### src/rtl/alu_issue_stage.sv
// alu_issue_stage
//
// Decode-to-execute pipeline register that sits directly in front of the ALU.
// Each handshake takes one raw RV32I instruction, its PC and its register-file
// operands. The stage builds the immediate, picks the ALU operands and the
// 4-bit function select, and holds the result in a single registered slot.
// That slot drives the ALU A/B/FS inputs until execute consumes it.
//
// Ports
//   clk, rst          rising-edge clock, synchronous active-high reset
//   in_valid/in_ready decode handshake
//   in_instr, in_pc   raw instruction word and its address
//   in_rs1_data,
//   in_rs2_data       register-file read data
//   flush             kills the held and the incoming instruction
//   out_valid/out_ready  execute handshake
//   alu_a, alu_b      ALU operands
//   alu_fs            ALU function select
//   out_rd            destination register index
//   out_we            writeback enable (never set for x0)
//   out_branch        conditional branch; the ALU result is the condition
//   out_br_inv        invert the ALU condition (BNE/BGE/BGEU)
//   out_rs2_data      store data passthrough
//   out_illegal       unrecognised opcode or funct field

module alu_issue_stage #(
  parameter int XLEN = 32
) (
  input  logic            clk,
  input  logic            rst,
  input  logic            in_valid,
  output logic            in_ready,
  input  logic [31:0]     in_instr,
  input  logic [XLEN-1:0] in_pc,
  input  logic [XLEN-1:0] in_rs1_data,
  input  logic [XLEN-1:0] in_rs2_data,
  input  logic            flush,
  output logic            out_valid,
  input  logic            out_ready,
  output logic [XLEN-1:0] alu_a,
  output logic [XLEN-1:0] alu_b,
  output logic [3:0]      alu_fs,
  output logic [4:0]      out_rd,
  output logic            out_we,
  output logic            out_branch,
  output logic            out_br_inv,
  output logic [XLEN-1:0] out_rs2_data,
  output logic            out_illegal
);

  // ALU function select encodings
  localparam logic [3:0] FS_SLL  = 4'd0;
  localparam logic [3:0] FS_SRL  = 4'd1;
  localparam logic [3:0] FS_SRA  = 4'd2;
  localparam logic [3:0] FS_ADD  = 4'd3;
  localparam logic [3:0] FS_SUB  = 4'd4;
  localparam logic [3:0] FS_AND  = 4'd5;
  localparam logic [3:0] FS_OR   = 4'd6;
  localparam logic [3:0] FS_XOR  = 4'd7;
  localparam logic [3:0] FS_PASB = 4'd9;
  localparam logic [3:0] FS_SLT  = 4'd12;
  localparam logic [3:0] FS_SLTU = 4'd13;
  localparam logic [3:0] FS_EQ   = 4'd14;

  // RV32I major opcodes
  localparam logic [6:0] OPC_OP     = 7'b0110011;
  localparam logic [6:0] OPC_OP_IMM = 7'b0010011;
  localparam logic [6:0] OPC_LUI    = 7'b0110111;
  localparam logic [6:0] OPC_AUIPC  = 7'b0010111;
  localparam logic [6:0] OPC_JAL    = 7'b1101111;
  localparam logic [6:0] OPC_JALR   = 7'b1100111;
  localparam logic [6:0] OPC_BRANCH = 7'b1100011;
  localparam logic [6:0] OPC_LOAD   = 7'b0000011;
  localparam logic [6:0] OPC_STORE  = 7'b0100011;

  logic [6:0] opcode;
  logic [2:0] funct3;
  logic [6:0] funct7;
  logic [4:0] rd;

  logic [XLEN-1:0] i_imm;
  logic [XLEN-1:0] s_imm;
  logic [XLEN-1:0] u_imm;
  logic [XLEN-1:0] sh_imm;

  assign opcode = in_instr[6:0];
  assign rd     = in_instr[11:7];
  assign funct3 = in_instr[14:12];
  assign funct7 = in_instr[31:25];

  // Only the immediate formats that become an ALU operand are built here;
  // branch and jump targets are computed by a separate adder downstream.
  assign i_imm  = {{20{in_instr[31]}}, in_instr[31:20]};
  assign s_imm  = {{20{in_instr[31]}}, in_instr[31:25], in_instr[11:7]};
  assign u_imm  = {in_instr[31:12], 12'd0};
  assign sh_imm = {27'd0, in_instr[24:20]};

  logic [XLEN-1:0] dec_a;
  logic [XLEN-1:0] dec_b;
  logic [3:0]      dec_fs;
  logic            dec_we;
  logic            dec_branch;
  logic            dec_br_inv;
  logic            dec_illegal;

  // Instruction decode. Each opcode sets its operands and function; a final
  // override collapses every illegal encoding to the same inert form
  // (A = B = 0, ADD, no writeback, no branch).
  always_comb begin
    dec_a       = '0;
    dec_b       = '0;
    dec_fs      = FS_ADD;
    dec_we      = 1'b0;
    dec_branch  = 1'b0;
    dec_br_inv  = 1'b0;
    dec_illegal = 1'b0;

    case (opcode)
      OPC_OP: begin
        dec_a  = in_rs1_data;
        dec_b  = in_rs2_data;
        dec_we = 1'b1;
        case (funct3)
          3'b000:  dec_fs = in_instr[30] ? FS_SUB : FS_ADD;
          3'b001:  dec_fs = FS_SLL;
          3'b010:  dec_fs = FS_SLT;
          3'b011:  dec_fs = FS_SLTU;
          3'b100:  dec_fs = FS_XOR;
          3'b101:  dec_fs = in_instr[30] ? FS_SRA : FS_SRL;
          3'b110:  dec_fs = FS_OR;
          default: dec_fs = FS_AND;
        endcase
        // Only funct7 0000000 and 0100000 exist, and the alternate form is
        // only meaningful for SUB and SRA.
        if (funct7 != 7'b0000000 && funct7 != 7'b0100000) begin
          dec_illegal = 1'b1;
        end
        if (funct7 == 7'b0100000 && funct3 != 3'b000 && funct3 != 3'b101) begin
          dec_illegal = 1'b1;
        end
      end

      OPC_OP_IMM: begin
        dec_a  = in_rs1_data;
        dec_b  = i_imm;
        dec_we = 1'b1;
        case (funct3)
          3'b000:  dec_fs = FS_ADD;
          3'b001: begin
            dec_fs = FS_SLL;
            dec_b  = sh_imm;
          end
          3'b010:  dec_fs = FS_SLT;
          3'b011:  dec_fs = FS_SLTU;
          3'b100:  dec_fs = FS_XOR;
          3'b101: begin
            dec_fs = in_instr[30] ? FS_SRA : FS_SRL;
            dec_b  = sh_imm;
          end
          3'b110:  dec_fs = FS_OR;
          default: dec_fs = FS_AND;
        endcase
      end

      OPC_LUI: begin
        dec_b  = u_imm;
        dec_fs = FS_PASB;
        dec_we = 1'b1;
      end

      OPC_AUIPC: begin
        dec_a  = in_pc;
        dec_b  = u_imm;
        dec_we = 1'b1;
      end

      // The ALU produces the link address pc + 4.
      OPC_JAL, OPC_JALR: begin
        dec_a  = in_pc;
        dec_b  = 32'd4;
        dec_we = 1'b1;
      end

      OPC_BRANCH: begin
        dec_a      = in_rs1_data;
        dec_b      = in_rs2_data;
        dec_branch = 1'b1;
        dec_br_inv = funct3[0];
        case (funct3[2:1])
          2'b00:   dec_fs = FS_EQ;
          2'b10:   dec_fs = FS_SLT;
          2'b11:   dec_fs = FS_SLTU;
          default: dec_illegal = 1'b1;
        endcase
      end

      OPC_LOAD: begin
        dec_a  = in_rs1_data;
        dec_b  = i_imm;
        dec_we = 1'b1;
      end

      OPC_STORE: begin
        dec_a = in_rs1_data;
        dec_b = s_imm;
      end

      default: dec_illegal = 1'b1;
    endcase

    if (dec_illegal) begin
      dec_a      = '0;
      dec_b      = '0;
      dec_fs     = FS_ADD;
      dec_we     = 1'b0;
      dec_branch = 1'b0;
      dec_br_inv = 1'b0;
    end

    // Writes to x0 are discarded at the source.
    if (rd == 5'd0) begin
      dec_we = 1'b0;
    end
  end

  logic slot_valid;
  logic slot_we;
  logic slot_branch;
  logic slot_illegal;
  logic load_slot;

  // The slot can take a new instruction when it is empty, when its current
  // occupant leaves this cycle, or when a flush is emptying it anyway.
  assign in_ready  = !slot_valid || out_ready || flush;
  assign load_slot = in_valid && in_ready && !flush;

  // Slot register. Flush beats everything except reset and drops the incoming
  // instruction. Payload only changes on a load, so a stalled slot is stable.
  always_ff @(posedge clk) begin
    if (rst) begin
      slot_valid   <= 1'b0;
      alu_a        <= '0;
      alu_b        <= '0;
      alu_fs       <= FS_ADD;
      out_rd       <= '0;
      slot_we      <= 1'b0;
      slot_branch  <= 1'b0;
      out_br_inv   <= 1'b0;
      out_rs2_data <= '0;
      slot_illegal <= 1'b0;
    end else if (load_slot) begin
      slot_valid   <= 1'b1;
      alu_a        <= dec_a;
      alu_b        <= dec_b;
      alu_fs       <= dec_fs;
      out_rd       <= rd;
      slot_we      <= dec_we;
      slot_branch  <= dec_branch;
      out_br_inv   <= dec_br_inv;
      out_rs2_data <= in_rs2_data;
      slot_illegal <= dec_illegal;
    end else if (out_ready || flush) begin
      slot_valid <= 1'b0;
    end
  end

  // Side-effecting flags are qualified so an empty slot can never write back,
  // branch or trap.
  assign out_valid   = slot_valid;
  assign out_we      = slot_valid && slot_we;
  assign out_branch  = slot_valid && slot_branch;
  assign out_illegal = slot_valid && slot_illegal;

endmodule

### config.mk
export PLATFORM = sky130hd
export DESIGN_NAME = alu_issue_stage
export DESIGN_NICKNAME = d
export VERILOG_FILES = /design/src/rtl/alu_issue_stage.sv
export SDC_FILE = /design/constraint.sdc
export NUM_CORES = 1
export LEC_CHECK = 0
export ABC_CLOCK_PERIOD_IN_PS = 2400
export BUFFER_PORTS_ARGS = -buffer_cell sky130_fd_sc_hd__buf_2
export CELL_PAD_IN_SITES_DETAIL_PLACEMENT = 1
export CELL_PAD_IN_SITES_GLOBAL_PLACEMENT = 1
export CORE_UTILIZATION = 31
export CTS_CLUSTER_SIZE = 8
export DETAILED_ROUTE_END_ITERATION = 12
export PLACE_DENSITY = 0.87
export SLEW_MARGIN = 30
export SYNTH_ARGS = -nofsm -noshare
export SYNTH_HDL_FRONTEND = slang
export SYNTH_SLANG_ARGS = --single-unit
### constraint.sdc
create_clock -name clk -period 2.4 [get_ports clk]
set_clock_uncertainty 0.15 [all_clocks]
set_input_delay 0.24 -clock clk [delete_from_list [all_inputs] [get_ports clk]]
set_output_delay 0.24 -clock clk [all_outputs]
set_load 0.02 [all_outputs]
==> impl_metrics.env <==
export IMPL_synth_edf_count=0
export IMPL_outcome="finished clean"
export IMPL_grt_pass1_wl_um=27100
export IMPL_p_per_area_mw_per_mm2=580
export IMPL_synth_area_leaders="dfxtp_1, nand2_1, a22oi_1"
export IMPL_r2r_slack_ps=360
export IMPL_final_hold_viol_count=0
export IMPL_htreeDepth=3
export IMPL_ys_warn_count=0
export IMPL_via_per_inst=5.16
export IMPL_io_buffers=243
export IMPL_synth_common_cells="nand2_1, dfxtp_1, o21ai_0, a21oi_1, a22oi_1"
export IMPL_p_leak_nw=2.90
export IMPL_synth_seq_cells=110
export IMPL_worstPathCellList="buf_2, nor4_1, nand2_1, o211a_1, or4_4, buf_4, o21ai_0"
export IMPL_gp_congestion=0.867
export IMPL_antenna_found_initial=1
export IMPL_worst_path_max_fanout=32
export IMPL_setup_viol=0
export IMPL_rows=44
export IMPL_yosysSeqAreaShare=0.476
export IMPL_drc_errors=0
export IMPL_crit_reg2reg_launch="out_valid$_SDFFE_PP0P_"
export IMPL_critPathKind="in -> reg"
export IMPL_met1_length_um=7290
export IMPL_r2r_end="alu_b[27]$_SDFFE_PP0P_"
export IMPL_fp_dieW_um=124
export IMPL_wl_um=18100
export IMPL_clkTransAtPathRegs_ps=70
export IMPL_min_from="in_rs2_data[9]"
export IMPL_wl_met2_um=8670
export IMPL_holdCritPathClass="in -> reg"
export IMPL_top_layer="met4"
export IMPL_placed_cells=965
export IMPL_critPathTopFamily="simple AND/OR/NAND/NOR gates"
export IMPL_wl_per_cell_um=18.0
export IMPL_hpwl_um=13200
export IMPL_multiInputGateArea_mm2=0.00219
export IMPL_fmax_mhz=484
export IMPL_synth_nets=698
export IMPL_cts_sinks=110
export IMPL_pin_count=244
export IMPL_ant_nets=0
export IMPL_fin_util=0.452
export IMPL_syn_cell_area_mm2=0.00462
export IMPL_start_util=0.318
export IMPL_hold_depth=3
export IMPL_min_period_ps=2070
export IMPL_cts_resized_gates=0
export IMPL_grt_overflow=0
export IMPL_required_ps=2510
export IMPL_nFillCells=1804
export IMPL_reg2reg_depth=6
export IMPL_finalNonFillerCells=1006
export IMPL_rsz0062_at_grt="no"
export IMPL_cts_tree="yes"
export IMPL_dr_pass1_iters=5
export IMPL_synth_cells=565
export IMPL_slew_headroom=0.637
export IMPL_worstPathArrival_ps=2180
export IMPL_seqCellArea_mm2=0.00220
export IMPL_whs_endpoint="out_rs2_data[9]$_SDFFE_PP0P_"
export IMPL_start_kind="input port"
export IMPL_cap_violations=0
export IMPL_syn_avg_cell_area_um2=8.18
export IMPL_synth_most_common_cell="nand2_1"
export IMPL_async_flop_share=0
export IMPL_vias=5190
export IMPL_yosysUniqueCellTypes=47
export IMPL_critical_path_buf_inv_count=2
export IMPL_tightest_slew_ps=545
export IMPL_grt_max_degree=43
export IMPL_ys_flop_type="dfxtp_1"
export IMPL_dieArea_mm2=0.0154
export IMPL_drt_initial_drc_count=231
export IMPL_period_share=0.861
export IMPL_max_stage_delay_ps=570
export IMPL_grt_pass1_vias=5204
export IMPL_cts_buffers=9
export IMPL_wl_met3_um=1660
export IMPL_slowest_stage="or4_4"
export IMPL_clock_latency_ps=340
export IMPL_cp_end_kind="flip-flop"
export IMPL_grt_usage=0.232
export IMPL_core_area_mm2=0.0145
export IMPL_dieHeight_um=124
export IMPL_ir_worst_vdd_v=0.000435
export IMPL_yosysTopAreaCellShare=0.476
export IMPL_num_nets_final=948
export IMPL_area_growth_pct=42.2
export IMPL_synth_top_area_cell="dfxtp_1"
export IMPL_drive_above_1_share=0.355
export IMPL_timing_setup_tns_ps=0
export IMPL_cts_root_buf="clkbuf_16"
export IMPL_clockBufferDepth=2
export IMPL_report_final_slew_viol_count=0
where the power goes:
part           leakage, nW  switching (W)  internal (W)  total, W
logic                 1.86       0.000272      0.000193  0.000465
clock network        0.143       0.000675      0.000805   0.00148
registers            0.890      0.0000161       0.00186   0.00187
cell usage in the layout (no fill, tap or decap), types with 5 or more instances in the layout:
| cell | netlist | layout |
|---|---|---|
| buf_2 | 3 | 243 |
| nand2_1 | 143 | 143 |
| dfxtp_1 | 110 | 110 |
| o21ai_0 | 61 | 61 |
| a22oi_1 | 43 | 43 |
| a21oi_1 | 43 | 42 |
| dlygate4sd3_1 | 0 | 23 |
| a221oi_1 | 22 | 22 |
| buf_4 | 0 | 21 |
| o21ai_1 | 13 | 13 |
| inv_1 | 9 | 9 |
| clkbuf_16 | 0 | 9 |
| nand2b_1 | 9 | 8 |
| nor2_1 | 8 | 7 |
| nor3_1 | 6 | 5 |
| nand3b_1 | 5 | 5 |
through the flow:
step	hold WS (ps)	setup WS [ps]	area, um2	total power (W)
after CTS	0.00219	337	6570	0.00386
final	14.6	333	6570	0.00382
after global routing	13.8	245	6570	0.00397
after global placement	279	112	6050	0.00234
after detailed placement	287	-29.2	6050	0.00235
after floorplan	226	163	4620	0.00211
repair_timing:
| action | in CTS | in global routing |
|---|---|---|
| endpoints found under the hold margin | 23 | 0 |
| hold buffers | 23 | 0 |
| buffers inserted | 0 | 0 |
flip-flops by register name, indices dropped and copies added (netlist names):
name	cells
alu_b	32
alu_a	32
out_rd	5
alu_fs	4
out_br_inv	1
slot_branch	1
out_rs2_data	32
slot_illegal	1
slot_we	1
out_valid	1
final cells by class:
type,instances,area share
Clock buffer,11,0.0354
Timing Repair Buffer,288,0.247
Clock inverter,5,0.00761
Inverter,9,0.00514
Multi-Input combinational cell,397,0.334
Tap cell,184,0.0350
Antenna cell,2,0.000761
Sequential cell,110,0.335
cells by family after synthesis:
family / count (synthesis) / synth area share
DFF: 110 / 0.476
and+or+nand+nor: 195 / 0.194
xor gates and xnor gates: 1 / 0.00190
buffers and inverters: 58 / 0.0544
AOI/OAI and AO/OA: 201 / 0.273
worst max-delay path by stage:
stage | from | endpoint | cells past startpoint
after floorplan | in_instr[12] | alu_fs[1]$_SDFFE_PP1P_ | 7
after global routing | out_valid$_SDFFE_PP0P_ | alu_a[16]$_SDFFE_PP0P_ | 6
after global placement | in_instr[27] | alu_b[29]$_SDFFE_PP0P_ | 7
after CTS | in_instr[28] | alu_b[27]$_SDFFE_PP0P_ | 7
final | in_instr[28] | alu_b[27]$_SDFFE_PP0P_ | 7
after detailed placement | in_instr[28] | alu_b[27]$_SDFFE_PP0P_ | 7
per-layer routing:
layer,up-vias,GRT usage
met2,240,0.397
met4,0,0.107
met3,40,0.0650
li1,2508,-
met5,-,0
met1,2402,0.265
worst reg2reg max path, stage by stage, from the launching register on:
cell and delay (ps):
dfxtp_1 360, nand2b_1 150, nor2b_4 230, nand2b_1 120, or4_4 460, buf_4 250
o21ai_0 240
Power figures use the tool's default switching activity.
